File: config.mk
export PLATFORM = sky130hd
export DESIGN_NAME = tx_payload_sequencer
export DESIGN_NICKNAME = d
export VERILOG_FILES = /design/src/rtl/tx_pkg.sv /design/src/rtl/tx_sync_fifo.sv /design/src/rtl/tx_payload_sequencer.sv
export SDC_FILE = /design/constraint.sdc
export NUM_CORES = 1
export LEC_CHECK = 0
export ABC_AREA = 1
export BUFFER_PORTS_ARGS = -buffer_cell sky130_fd_sc_hd__buf_4
export CELL_PAD_IN_SITES_DETAIL_PLACEMENT = 1
export CELL_PAD_IN_SITES_GLOBAL_PLACEMENT = 1
export CORE_MARGIN = 4
export CORE_UTILIZATION = 42
export DETAILED_ROUTE_END_ITERATION = 8
export GPL_ROUTABILITY_DRIVEN = 0
export PLACE_DENSITY = 0.8
export SETUP_SLACK_MARGIN = 0.05
export SLEW_MARGIN = 20
export SYNTH_ARGS = -nofsm -noshare
export SYNTH_HDL_FRONTEND = slang
export SYNTH_SLANG_ARGS = --single-unit
export TNS_END_PERCENT = 1
File: constraint.sdc
create_clock -name clk125MHz -period 4.1 [get_ports clk125MHz]
set_input_delay 0.82 -clock clk125MHz [delete_from_list [all_inputs] [get_ports clk125MHz]]
set_output_delay 0.82 -clock clk125MHz [all_outputs]
set_load 0.01 [all_outputs]
File: src/rtl/tx_pkg.sv
// Shared definitions for the Ethernet TX payload path: plane selects, FSM
// states, header length and default frame geometry.
package tx_pkg;

  localparam logic [1:0] SEL_R = 2'd0;
  localparam logic [1:0] SEL_G = 2'd2;
  localparam logic [1:0] SEL_B = 2'd1;

  localparam int HDR_BYTES = 2;

  localparam int FRAME_W            = 1920;
  localparam int FRAME_H            = 1080;
  localparam int DEF_PIXELS_PER_SEG = 480;
  localparam int DEF_NUM_SEGS       = FRAME_W * FRAME_H / DEF_PIXELS_PER_SEG;

  typedef enum logic [1:0] {
    ST_IDLE,
    ST_HDR_HI,
    ST_HDR_LO,
    ST_DATA
  } tx_state_e;

  // Byte order within a pixel on the wire is R, G, B.
  function automatic logic [1:0] plane_sel(input logic [1:0] idx);
    case (idx)
      2'd0:    return SEL_R;
      2'd1:    return SEL_G;
      default: return SEL_B;
    endcase
  endfunction

endpackage

File: src/rtl/tx_sync_fifo.sv
// Synchronous FIFO with occupancy count; push and pop may coincide, even when
// full, because the popped slot is read before the edge that overwrites it.
module tx_sync_fifo
  import tx_pkg::*;
#(
  parameter int W     = 8,
  parameter int DEPTH = 8,
  parameter int CNT_W = $clog2(DEPTH + 1)
) (
  input  logic             clk,
  input  logic             rst_n,
  input  logic             push,
  input  logic [W-1:0]     din,
  input  logic             pop,
  output logic [W-1:0]     dout,
  output logic             empty,
  output logic [CNT_W-1:0] count
);

  localparam int PTR_W = (DEPTH > 1) ? $clog2(DEPTH) : 1;
  localparam logic [PTR_W-1:0] PTR_LAST = PTR_W'(DEPTH - 1);
  localparam logic [CNT_W-1:0] CNT_FULL = CNT_W'(DEPTH);

  logic [W-1:0]     mem [DEPTH];
  logic [PTR_W-1:0] wr_ptr;
  logic [PTR_W-1:0] rd_ptr;
  logic             do_push;
  logic             do_pop;

  assign empty   = (count == '0);
  assign do_pop  = pop && !empty;
  assign do_push = push && ((count != CNT_FULL) || do_pop);
  assign dout    = mem[rd_ptr];

  always_ff @(posedge clk) begin
    if (do_push) mem[wr_ptr] <= din;
  end

  always_ff @(posedge clk or negedge rst_n) begin
    if (!rst_n) begin
      wr_ptr <= '0;
      rd_ptr <= '0;
      count  <= '0;
    end else begin
      if (do_push) wr_ptr <= (wr_ptr == PTR_LAST) ? '0 : wr_ptr + PTR_W'(1);
      if (do_pop)  rd_ptr <= (rd_ptr == PTR_LAST) ? '0 : rd_ptr + PTR_W'(1);
      case ({do_push, do_pop})
        2'b10:   count <= count + CNT_W'(1);
        2'b01:   count <= count - CNT_W'(1);
        default: count <= count;
      endcase
    end
  end

endmodule

File: src/rtl/tx_payload_sequencer.sv
// Streams one video segment as [seg_hi, seg_lo, R,G,B per pixel], prefetching
// VRAM bytes through a credit-limited skid FIFO that absorbs read latency.
module tx_payload_sequencer
  import tx_pkg::*;
#(
  parameter int PIXELS_PER_SEG = DEF_PIXELS_PER_SEG,
  parameter int NUM_SEGS       = DEF_NUM_SEGS,
  parameter int ADDR_W         = 21,
  parameter int RD_LAT         = 2,
  parameter int FIFO_DEPTH     = 8
) (
  input  logic              clk125MHz,
  input  logic              rstn,
  input  logic              start,
  input  logic [12:0]       seg_num,
  output logic              busy,
  output logic              err_start,
  output logic [ADDR_W-1:0] vram_addr,
  output logic [1:0]        vram_sel,
  input  logic [7:0]        vram_rd_data,
  output logic [7:0]        tdata,
  output logic              tvalid,
  input  logic              tready,
  output logic              tlast,
  output logic              done,
  output tx_state_e         state_dbg
);

  localparam int TOTAL_BYTES = 3 * PIXELS_PER_SEG;
  localparam int CNT_W       = $clog2(TOTAL_BYTES);
  localparam int FCNT_W      = $clog2(FIFO_DEPTH + 1);
  localparam int IF_W        = $clog2(RD_LAT + 2);
  localparam logic [CNT_W-1:0]  LAST_BYTE = CNT_W'(TOTAL_BYTES - 1);
  localparam logic [CNT_W-1:0]  PIX_END   = CNT_W'(PIXELS_PER_SEG);
  localparam logic [ADDR_W-1:0] PIX_MUL   = ADDR_W'(PIXELS_PER_SEG);
  localparam logic [31:0]       SEG_LIMIT = 32'(NUM_SEGS);
  localparam logic [31:0]       DEPTH_U   = 32'(FIFO_DEPTH);

  if (longint'(NUM_SEGS) * longint'(PIXELS_PER_SEG) > (longint'(1) << ADDR_W)) begin : g_addr_chk
    $error("frame does not fit in ADDR_W address bits");
  end
  if (FIFO_DEPTH < RD_LAT + 2) begin : g_depth_chk
    $error("FIFO_DEPTH must cover RD_LAT+2 entries");
  end

  tx_state_e          state;
  logic [12:0]        seg_q;
  logic [ADDR_W-1:0]  base;
  logic [CNT_W-1:0]   pix_cnt;
  logic [1:0]         sel_idx;
  logic [CNT_W-1:0]   byte_cnt;
  logic               rd_issue_q;
  logic [RD_LAT-1:0]  rd_pipe;
  logic [IF_W-1:0]    inflight;
  logic               issue;
  logic               xfer;
  logic               seg_ok;
  logic [7:0]         fifo_head;
  logic               fifo_empty;
  logic [FCNT_W-1:0]  fifo_count;

  tx_sync_fifo #(.W(8), .DEPTH(FIFO_DEPTH), .CNT_W(FCNT_W)) u_fifo (
    .clk   (clk125MHz),
    .rst_n (rstn),
    .push  (rd_pipe[RD_LAT-1]),
    .din   (vram_rd_data),
    .pop   (xfer && (state == ST_DATA)),
    .dout  (fifo_head),
    .empty (fifo_empty),
    .count (fifo_count)
  );

  // Every read still in flight already owns a FIFO slot, so pushes never overflow.
  always_comb begin
    inflight = IF_W'(rd_issue_q);
    for (int i = 0; i < RD_LAT; i++) inflight = inflight + IF_W'(rd_pipe[i]);
  end

  assign issue = (state != ST_IDLE) && (pix_cnt < PIX_END) &&
                 ((32'(fifo_count) + 32'(inflight)) < DEPTH_U);
  assign seg_ok    = (32'(seg_num) < SEG_LIMIT);
  assign busy      = (state != ST_IDLE);
  assign state_dbg = state;

  // Stream handshake: a byte moves on any cycle with tvalid && tready; once
  // tvalid rises, tvalid/tdata/tlast hold until that transfer happens.
  assign xfer = tvalid && tready;

  always_comb begin
    tvalid = 1'b0;
    tdata  = 8'd0;
    tlast  = 1'b0;
    case (state)
      ST_HDR_HI: begin
        tvalid = 1'b1;
        tdata  = {3'b000, seg_q[12:8]};
      end
      ST_HDR_LO: begin
        tvalid = 1'b1;
        tdata  = seg_q[7:0];
      end
      ST_DATA: begin
        tvalid = !fifo_empty;
        tdata  = fifo_empty ? 8'd0 : fifo_head;
        tlast  = !fifo_empty && (byte_cnt == LAST_BYTE);
      end
      default: ;
    endcase
  end

  always_ff @(posedge clk125MHz or negedge rstn) begin
    if (!rstn) begin
      state      <= ST_IDLE;
      seg_q      <= '0;
      base       <= '0;
      pix_cnt    <= '0;
      sel_idx    <= '0;
      byte_cnt   <= '0;
      rd_issue_q <= 1'b0;
      rd_pipe    <= '0;
      vram_addr  <= '0;
      vram_sel   <= '0;
      err_start  <= 1'b0;
      done       <= 1'b0;
    end else begin
      err_start  <= start && (busy || !seg_ok);
      done       <= 1'b0;
      rd_issue_q <= issue;
      rd_pipe[0] <= rd_issue_q;
      for (int i = 1; i < RD_LAT; i++) rd_pipe[i] <= rd_pipe[i-1];

      if (issue) begin
        vram_addr <= base + ADDR_W'(pix_cnt);
        vram_sel  <= plane_sel(sel_idx);
        if (sel_idx == 2'd2) begin
          sel_idx <= 2'd0;
          pix_cnt <= pix_cnt + CNT_W'(1);
        end else begin
          sel_idx <= sel_idx + 2'd1;
        end
      end

      case (state)
        ST_IDLE: begin
          if (start && seg_ok) begin
            seg_q    <= seg_num;
            base     <= ADDR_W'(seg_num) * PIX_MUL;
            pix_cnt  <= '0;
            sel_idx  <= '0;
            byte_cnt <= '0;
            state    <= ST_HDR_HI;
          end
        end
        ST_HDR_HI: if (xfer) state <= ST_HDR_LO;
        ST_HDR_LO: if (xfer) state <= ST_DATA;
        ST_DATA: begin
          if (xfer) begin
            byte_cnt <= byte_cnt + CNT_W'(1);
            if (tlast) begin
              state <= ST_IDLE;
              done  <= 1'b1;
            end
          end
        end
        default: state <= ST_IDLE;
      endcase
    end
  end

endmodule

==> results.rst <==
.. list-table::
   :header-rows: 1

   * - Metric
     - Value
   * - Vertical die dimension
     - 153.6 um
   * - Router iterations before antenna repair
     - 4
   * - Post-layout utilization of the core
     - 49.05%
   * - Final TNS setup
     - 0 ns
   * - Number of flops mapped to enable cells by yosys
     - 64
   * - P_int
     - 0.004032 W
   * - Part of the total power dissipated in combinational logic
     - a little over two fifths
   * - Final-report hold violation count
     - 0
   * - Count of unique library cells instantiated by Yosys
     - 41
   * - Routed len/inst
     - ~18 um
   * - Overall routing resource usage
     - a little over a fifth
   * - Highest attainable clock frequency
     - 291.9 MHz
   * - Core ar.
     - 0.02096 mm2
   * - Final cell count without fillers
     - 1355
   * - Top routing layer in use
     - met4
   * - Wire length on met1
     - approximately 10000 um
   * - Sink Count
     - 156
   * - Critical Path Fanout Max
     - 9
   * - H-tree depth
     - 4
   * - Area occupied by multi-input gates
     - 0.004093 mm2
   * - Cell area after technology mapping
     - 0.008905 mm2
   * - Final-layout worst hold slack
     - 0.4045 ns
   * - Area of the die
     - around 0.024 mm2
   * - Clock group share of total power
     - between 20 and 25%
   * - Sw Pwr
     - 0.003128 W
   * - Number of register bits inferred by synthesis
     - 156
   * - RSZ-0062 raised after global routing
     - no
   * - Post-synth net total
     - 1100
   * - Pin slew with the least headroom to its limit
     - ~0.75 ns
   * - Sequential cell area
     - 0.004224 mm2
   * - Max Buffers Root-to-Sink
     - 2
   * - Antenna Diode Count
     - 0
   * - P&R area growth vs syn
     - 15.43%
   * - Average footprint of a synthesized cell
     - 8.860 um2
   * - Wire length on met3
     - 573 um
   * - Detail Route Antenna Nets
     - 0
   * - Sort of element at the start of the critical path
     - flip-flop
   * - Post_cts resized
     - 0
   * - Via/cell ratio
     - around 5.3
   * - Mapped Cells
     - 1005
   * - Yosys Warn Count
     - 0
   * - Total grt overflow
     - 0
   * - Final count of negative-setup-slack endpoints
     - 0
   * - Worst IR Drop VDD
     - 0.0003314 V
   * - # Post-CTS Setup Buffers
     - 0
   * - Top_reg_cell synth
     - dfrtp_1
   * - Total instance count after detailed placement
     - 1323
   * - WP data arrival
     - roughly 3.8 ns
   * - Max-cap violations
     - 0
   * - Hold Path Class
     - in -> async
   * - Critical Path Slowest Stage Cell
     - dfrtp_1
   * - Chain of cells forming the critical path
     - ha_1 -> inv_1 -> a21oi_4 -> nand4_4 -> or2_0 -> inv_1 -> ha_1 -> a21oi_1 -> inv_1 -> a21oi_1 -> inv_1 -> nand2_1 -> nand2_1 -> nand2_1 -> nand2_1
   * - Number of top-level pins
     - 63
   * - Delay of the slowest cell on the worst path
     - 0.45 ns
   * - Shortest period the worst path allows
     - 3.426 ns
   * - Hold-fix buffers, CTS
     - 0
   * - Met2 wirelength from detailed routing
     - ~13000 um
   * - Net switching share of the total power
     - 43.69%
   * - Residual DRC count
     - 0
   * - Fraction of power consumed by sequential logic
     - 34.6%
   * - CTS tree
     - done
   * - Num CTS Buffers
     - 17
   * - Effective utilization at floorplan
     - 42.49%
   * - Async set-reset flop share out of synthesis
     - 58.97%
   * - Final worst clock skew
     - approximately 0.0072 ns
   * - Vias in the first global route
     - 7616
   * - Number of port buffers
     - 62
   * - Total count of max-transition violations in the final report
     - 0
   * - Clock latency at the later pin of the worst-skew pair
     - 0.44 ns
   * - Share of the yosys chip area belonging to registers
     - 47.44%
   * - Result of the run
     - finished, final reports clean
   * - Slew Limit Headroom
     - roughly 50%
   * - Fraction of final layout cells sized beyond drive strength 1
     - about an eighth
   * - Endpoint required time on the critical path
     - 4.43 ns
   * - Crit share post-route
     - a little over four fifths
   * - Leakage
     - between 4 and 5 nW
   * - Pin count of the biggest net entering global routing
     - roughly 80
   * - Pwr dens
     - 696.6 mW/mm2
   * - Die X-Extent
     - approximately 150 um
   * - CP endpoint kind
     - flip-flop
   * - Post-DP HPWL
     - 16990 um
   * - Global-route wire length before repair
     - 39890 um
   * - Layout net count
     - 1162
   * - Final wirelength
     - approximately 24000 um
   * - Master cell of the clock root buffer
     - clkbuf_16
   * - Detailed Route Iter0 Violations
     - 330
   * - Total number of vias
     - approximately 7200
   * - Number of antenna violations at the first check in global routing
     - 0
   * - Critical path class
     - reg -> reg
   * - Fill cell instance count of the final layout
     - 2533
   * - Row Count
     - 53
   * - Clock Pin Slew Worst Setup and Hold Paths
     - ~0.07 ns
-- synthesized netlist by cell type (2+ instances only) --
library cell	n	area [um2]
nor2_1	98	367.9
buf_4	2	15.01
clkbuf_1	20	75.07
a21oi_1	35	175.2
nand3_1	72	360.4
xnor2_1	9	78.83
o211ai_1	17	127.6
nor3_1	12	60.06
or2_2	7	43.79
o21bai_1	2	15.01
a31oi_1	2	12.51
a22o_1	5	43.79
a22oi_1	2	15.01
xor2_1	15	131.4
inv_1	115	431.7
nand4_1	15	93.84
buf_2	9	45.04
nand3b_1	4	30.03
fa_1	26	520.5
edfxtp_1	64	1922
nor2_2	2	12.51
inv_2	2	7.510
o21ai_1	3	15.01
o21ai_0	104	520.5
nand2_1	213	799.5
ha_1	44	550.5
dfrtp_1	92	2302
-- routing by layer --
metal  vias up  global-route usage, %
met3        36                  3.293
li1       3441                      -
met5         -                      0
met2        94                  37.54
met4         0                  5.971
met1      3592                  26.05
-- flip-flops by register name, indices dropped and copies added, names as in the netlist --
signal,cells
base,15
byte_cnt,11
done,1
err_start,1
pix_cnt,11
rd_issue_q,1
rd_pipe,2
seg_q,13
sel_idx,2
state_dbg,2
u_fifo.count,4
u_fifo.mem,64
u_fifo.rd_ptr,3
u_fifo.wr_ptr,3
vram_addr,21
vram_sel,2
-- worst max-delay path, delay by kind of cell, from the launching register on --
family / cells / cell delay, ns
compound gates: 3 / 0.78
flops: 1 / 0.45
buf+inv: 4 / 0.46
simple gates: 6 / 1.01
fa+ha+maj: 2 / 0.63
-- cells in the final DEF (no fill, tap or decap), types with 15 or more instances in the layout --
cell type	netlist	layout
buf_4	2	76
o211ai_1	17	17
xor2_1	15	15
nand4_1	15	15
nor2_1	98	97
clkbuf_16	0	17
fa_1	26	26
edfxtp_1	64	64
nand3_1	72	72
ha_1	44	44
nand2_1	213	213
a21oi_1	35	35
o21ai_0	104	104
dfrtp_1	92	92
inv_1	115	115
-- path summary, 6_finish.rpt --
| path | startpoint | end | slack (ns) | cells after the start |
|---|---|---|---|---|
| max in group asynchronous | rstn | seg_q[9] | 2.97 | 2 |
| max | state_dbg[1] | u_fifo.count[3] | 0.67 | 15 |
| min reg2reg | rd_pipe[0] | rd_pipe[1] | 0.42 | 0 |
| max reg2reg | state_dbg[1] | u_fifo.count[3] | 0.67 | 15 |
| min in group clk125MHz | rd_pipe[0] | rd_pipe[1] | 0.42 | 0 |
| min | rstn | byte_cnt[3] | 0.40 | 1 |
-- through the flow --
step	area (um2)	setup slack, ns	total power (W)
CTS	10270	0.6922	0.007225
detailed placement	9682	0.3719	0.005537
global placement	9682	0.5188	0.005367
floorplan	8905	0.8817	0.004442
global route	10280	0.4533	0.007731
finish	10280	0.6743	0.007160
-- power groups by stage --
| stage | registers, W | logic (W) | clock network [W] |
|---|---|---|---|
| floorplan | 0.00239 | 0.00205 | 0 |
| global placement | 0.00247 | 0.00290 | 0 |
| detailed placement | 0.00249 | 0.00304 | 0 |
| CTS | 0.00248 | 0.00311 | 0.00164 |
| global route | 0.00254 | 0.00349 | 0.00171 |
| finish | 0.00248 | 0.00307 | 0.00161 |
-- cell families (layout without fill, tap and decap cells) --
kind of cell / after synthesis / in the layout / synth area share (%)
compound gates: 175 / 175 / 10.92
xor+xnor: 24 / 24 / 2.361
fa+ha+maj: 70 / 70 / 12.03
buf+inv: 152 / 227 / 6.716
flops: 156 / 156 / 47.44
mux: 1 / 1 / 0.1264
simple gates: 427 / 427 / 20.42
-- area by class of cell --
type	count	area share [%]
inverters	118	4.309
flip-flops and latches	156	41.10
well taps	275	3.348
clock inverters	15	1.631
repair buffers	77	5.660
clock buffers	17	4.139
multi-input cells	697	39.82
Power figures use the tool's default switching activity.
